## src/rtl/therm_to_bin_pipe.sv

```systemverilog
// Two-stage thermometer-to-binary decoder with valid/ready handshakes and a saturating error counter.
// Optional macro THERM_BUBBLE_FIX_EN enables 3-input majority bubble correction ahead of the decode.
module therm_to_bin_pipe #(
  parameter int DATA_WIDTH = 8,
  localparam int BIN_W = $clog2(DATA_WIDTH + 1)
) (
  input  logic                  clk,
  input  logic                  resetn,
  input  logic [DATA_WIDTH-1:0] code_in,
  input  logic                  in_valid,
  output logic                  in_ready,
  output logic [BIN_W-1:0]      bin_out,
  output logic                  out_err,
  output logic                  out_valid,
  input  logic                  out_ready,
  output logic [7:0]            err_cnt
);

  logic                  s1_valid_reg;
  logic [DATA_WIDTH-1:0] s1_code_reg;
  logic                  s2_valid_reg;
  logic [BIN_W-1:0]      bin_reg;
  logic                  err_reg;
  logic [7:0]            err_cnt_reg;

  logic                  s1_move;
  logic [DATA_WIDTH-1:0] fixed_code;
  logic [DATA_WIDTH:0]   code_inc;
  logic [BIN_W-1:0]      pop_next;
  logic                  err_next;

  assign s1_move  = s1_valid_reg && (!s2_valid_reg || out_ready);
  assign in_ready = !s1_valid_reg || s1_move;

`ifdef THERM_BUBBLE_FIX_EN
  // Pad with a 1 below bit 0 and a 0 above the MSB so the ends vote like a clean code.
  logic [DATA_WIDTH+1:0] ext_code;
  assign ext_code = {1'b0, s1_code_reg, 1'b1};

  genvar gi;
  generate
    for (gi = 0; gi < DATA_WIDTH; gi++) begin : g_maj
      assign fixed_code[gi] = (ext_code[gi] & ext_code[gi+1]) |
                              (ext_code[gi] & ext_code[gi+2]) |
                              (ext_code[gi+1] & ext_code[gi+2]);
    end
  endgenerate
`else
  assign fixed_code = s1_code_reg;
`endif

  // A legal code is 2^k-1, so adding one clears every set bit; any overlap means a stray one.
  assign code_inc = {1'b0, fixed_code} + {{DATA_WIDTH{1'b0}}, 1'b1};
  assign err_next = (fixed_code & code_inc[DATA_WIDTH-1:0]) != '0;

  always_comb begin
    pop_next = '0;
    for (int i = 0; i < DATA_WIDTH; i++) begin
      pop_next = pop_next + BIN_W'(fixed_code[i]);
    end
  end

  always_ff @(posedge clk or negedge resetn) begin
    if (!resetn) begin
      s1_valid_reg <= 1'b0;
      s1_code_reg  <= '0;
    end else if (in_ready) begin
      s1_valid_reg <= in_valid;
      if (in_valid) begin
        s1_code_reg <= code_in;
      end
    end
  end

  always_ff @(posedge clk or negedge resetn) begin
    if (!resetn) begin
      s2_valid_reg <= 1'b0;
      bin_reg      <= '0;
      err_reg      <= 1'b0;
    end else if (s1_move) begin
      s2_valid_reg <= 1'b1;
      bin_reg      <= pop_next;
      err_reg      <= err_next;
    end else if (out_ready) begin
      s2_valid_reg <= 1'b0;
    end
  end

  always_ff @(posedge clk or negedge resetn) begin
    if (!resetn) begin
      err_cnt_reg <= 8'd0;
    end else if (s2_valid_reg && out_ready && err_reg && (err_cnt_reg != 8'hFF)) begin
      err_cnt_reg <= err_cnt_reg + 8'd1;
    end
  end

  assign out_valid = s2_valid_reg;
  assign bin_out   = bin_reg;
  assign out_err   = err_reg;
  assign err_cnt   = err_cnt_reg;

endmodule

```

## config.mk

```make
export PLATFORM = sky130hd
export DESIGN_NAME = therm_to_bin_pipe
export DESIGN_NICKNAME = d
export VERILOG_FILES = /design/src/rtl/therm_to_bin_pipe.sv
export SDC_FILE = /design/constraint.sdc
export NUM_CORES = 1
export LEC_CHECK = 0
export CAP_MARGIN = 20
export CELL_PAD_IN_SITES_DETAIL_PLACEMENT = 1
export CELL_PAD_IN_SITES_GLOBAL_PLACEMENT = 1
export CORE_UTILIZATION = 40
export CTS_CLUSTER_DIAMETER = 60
export CTS_CLUSTER_SIZE = 16
export DETAILED_ROUTE_END_ITERATION = 7
export PLACE_DENSITY_LB_ADDON = 0.15
export RECOVER_POWER = 50
export SETUP_SLACK_MARGIN = 0.15
export SYNTH_ARGS = -nofsm -noshare
export SYNTH_HDL_FRONTEND = slang
export SYNTH_SLANG_ARGS = --single-unit
```

## constraint.sdc

```tcl
create_clock -name clk -period 7.6 [get_ports clk]
set_input_delay 0.76 -clock clk [delete_from_list [all_inputs] [get_ports clk]]
set_output_delay 0.76 -clock clk [all_outputs]
set_load 0.02 [all_outputs]
```

==> out/results.tsv <==
metric	value	unit
outcome	finished with violations	
violations	design-rule violations	
htree_levels	1	
rows	19	
slew_viol_final	0	
ys.flop_type	dfrtp_1	
power.leakage	0.707	nW
dieArea	3230	µm²
finalClockSkew	0.00501	ns
hold_viol	0	
path_clk_slew	0.12	ns
r2r-start	fixed_code[0]	
power_density	337	nW/µm²
swShare	40.0	%
m1WireLength	993	µm
setup_viol	0	
first_global_vias	989	
ys_seq_area_share	47.9	%
multi_input_area	567	µm²
critical_path_arrival	2.18	ns
fillers	323	
required	6.84	ns
min_period	2.94	ns
die_y	56.8	µm
syn_avg_cell_area	11.1	µm²
routed-wl-met2	1310	µm
grt_max_degree	24	
max_freq	340	MHz
peakVddDrop	165	µV
clockBufferDepth	2	
top_layer	met4	
crit_type	primary input to primary output	
antenna_found_initial	0	
async_flop_share	100	%
post-synth-top-area-fraction	47.9	%
hold_start	bin_out[2]	
startpoint_type	primary input	
syn-num-nets	130	
hold_ws	0.498	ns
synth-seq-cells	23	
yosys-top-cells-area	dfrtp_1 (48%), mux2_2 (8.4%), fa_1 (6.7%)	
fin_tns_setup	0	ns
vias_per_cell	5.24	
die_w	56.8	µm
cts_resized	0	
rsz0062_at_grt	no	
cts_sinks	23	
initial_core_util	42.9	%
post-route-drc-count	3	
clkLatencyLatePin	0.32	ns
critPathLaunch	out_ready	
final_core_util	54.6	%
final_nets	162	
seqCellArea	576	µm²
detail-route-antenna-nets	0	
max_cap_viol_count	0	
critical-path-top-delay-family	buffers and inverters	
finalCritPeriodShare	38.7	%
synthDistinctLibCells	28	
relSlewSlack	48.9	%
syn_to_final_growth	27.5	%
drtPass1Iterations	5	
drive_gt1_share	12.2	%
synth_edf_count	0	
dpl.hpwl	1920	µm
path_cells	dlygate4sd3_1 -> nand3b_1 -> clkdlybuf4s50_1	
cts_root_buf	clkbuf_4	
endpoint_kind	primary output	
cpPeakStageDelay	0.63	ns
cts_tree	built	
syn-cell-area	1200	µm²
hold_buffers	0	
vias	891	
synth_top_cell_by_area	dfrtp_1	
p_seq_share	38.5	%
drt_iter0_drc	6	
crit_slowest_cell	clkdlybuf4s50_1	
hold_path.class	flop to flop	
path_buf_inv	2	
intPower	0.310	mW
diodes	0	
power_switching	0.207	mW
syn_inst	108	
cts_buffers	3	
wl_per_cell	14.5	µm
path_max_fanout	4	
clockPowerShare	11.3	%
ys_warn_count	0	
core_area	2810	µm²
grt-ovfl-total	0	
place.gp.congestion	0.754	
grt_pass1_wl	4220	µm
portBuffers	26	
post-cts-setup-buffers	0	
routed_wl	2460	µm
pwr-share-comb	50.2	%
grt_usage	17.6	%
io_pins	27	
max_slew.worst_pin.slew	0.766	ns
wl_met3	99	µm
-- power by group through the flow --
stage                     combinational, mW  clock (mW)  sequential (mW)
after floorplan                       0.117           0            0.234
after global placement                0.252           0            0.198
after global routing                  0.285      0.0661            0.204
after CTS                             0.265      0.0627            0.199
after detailed placement              0.264           0            0.202
final                                 0.259      0.0581            0.199
-- worst min-delay path: cells and delay by family, from the launching register on --
kind / cells / cell delay, ns
AOI/OAI and AO/OA: 1 / 0.06
and+or+nand+nor: 1 / 0.05
DFF: 1 / 0.37
-- Yosys cell counts (all sizes together) (2+ instances only) --
cell type	count
mux2	11
xor2	2
nand3	4
mux2i	2
nand2b	4
and3	2
dfrtp	23
nor2	5
fa	4
inv	16
o21ai	2
ha	6
a21oi	8
nand2	9
-- cells by family (layout without fill, tap and decap cells) --
logic type	after synthesis	in the layout	share of synthesized area, %
XOR/XNOR	3	3	2.19
multiplexers	13	13	12.3
AO/OA/AOI/OAI	15	15	7.49
flip-flops	23	23	47.9
buffers and inverters	16	47	4.99
adder cells (fa/ha/maj)	10	10	12.9
AND/OR/NAND/NOR	28	28	12.3
-- metrics by stage --
step	total power [mW]	instances	setup WS [ns]	instance area, µm²
final	0.517	170	4.66	1530
after global routing	0.555	170	4.53	1530
after CTS	0.527	169	4.68	1530
after detailed placement	0.466	165	4.67	1500
after global placement	0.450	165	4.74	1500
after floorplan	0.351	108	4.83	1200
-- worst paths after layout --
check | to | slack [ns] | depth (start not counted)
setup / recovery | in_ready | 4.66 | 3
hold / removal | bin_out[2] | 0.50 | 2
setup reg to reg | bin_out[1] | 4.70 | 9
hold reg to reg | bin_out[2] | 0.50 | 2
max in group asynchronous | bin_out[2] | 5.75 | 2
min in group asynchronous | err_cnt[1] | 0.81 | 1
-- metal layers --
metal | global-route usage, % | up-vias
li1 | - | 423
met1 | 18.6 | 440
met2 | 32.3 | 21
met3 | 4.84 | 7
met4 | 7.67 | 0
met5 | 0 | -
-- cell usage in the layout, fill, tap and decap left out, types with 2 or more instances in the layout --
| cell type | synthesis | routed |
|---|---|---|
| ha_1 | 6 | 6 |
| dfrtp_1 | 23 | 23 |
| clkdlybuf4s50_1 | 0 | 24 |
| and3_1 | 2 | 2 |
| clkbuf_4 | 0 | 3 |
| inv_1 | 16 | 16 |
| mux2i_1 | 2 | 2 |
| fa_1 | 4 | 4 |
| xor2_1 | 2 | 2 |
| nand2b_1 | 3 | 3 |
| a21oi_1 | 8 | 8 |
| dlygate4sd3_1 | 0 | 2 |
| nand3_1 | 4 | 4 |
| o21ai_0 | 2 | 2 |
| mux2_2 | 9 | 9 |
| nor2_1 | 5 | 5 |
| nand2_1 | 8 | 8 |
-- cell type report --
class	instances	share of cell area, %
Multi-Input combinational cell	69	37.0
Tap cell	31	2.53
Clock buffer	3	1.47
Sequential cell	23	37.6
Timing Repair Buffer	27	17.2
Inverter	16	3.92
Clock inverter	1	0.327
Note: power is estimated with default switching activity, not from simulation.
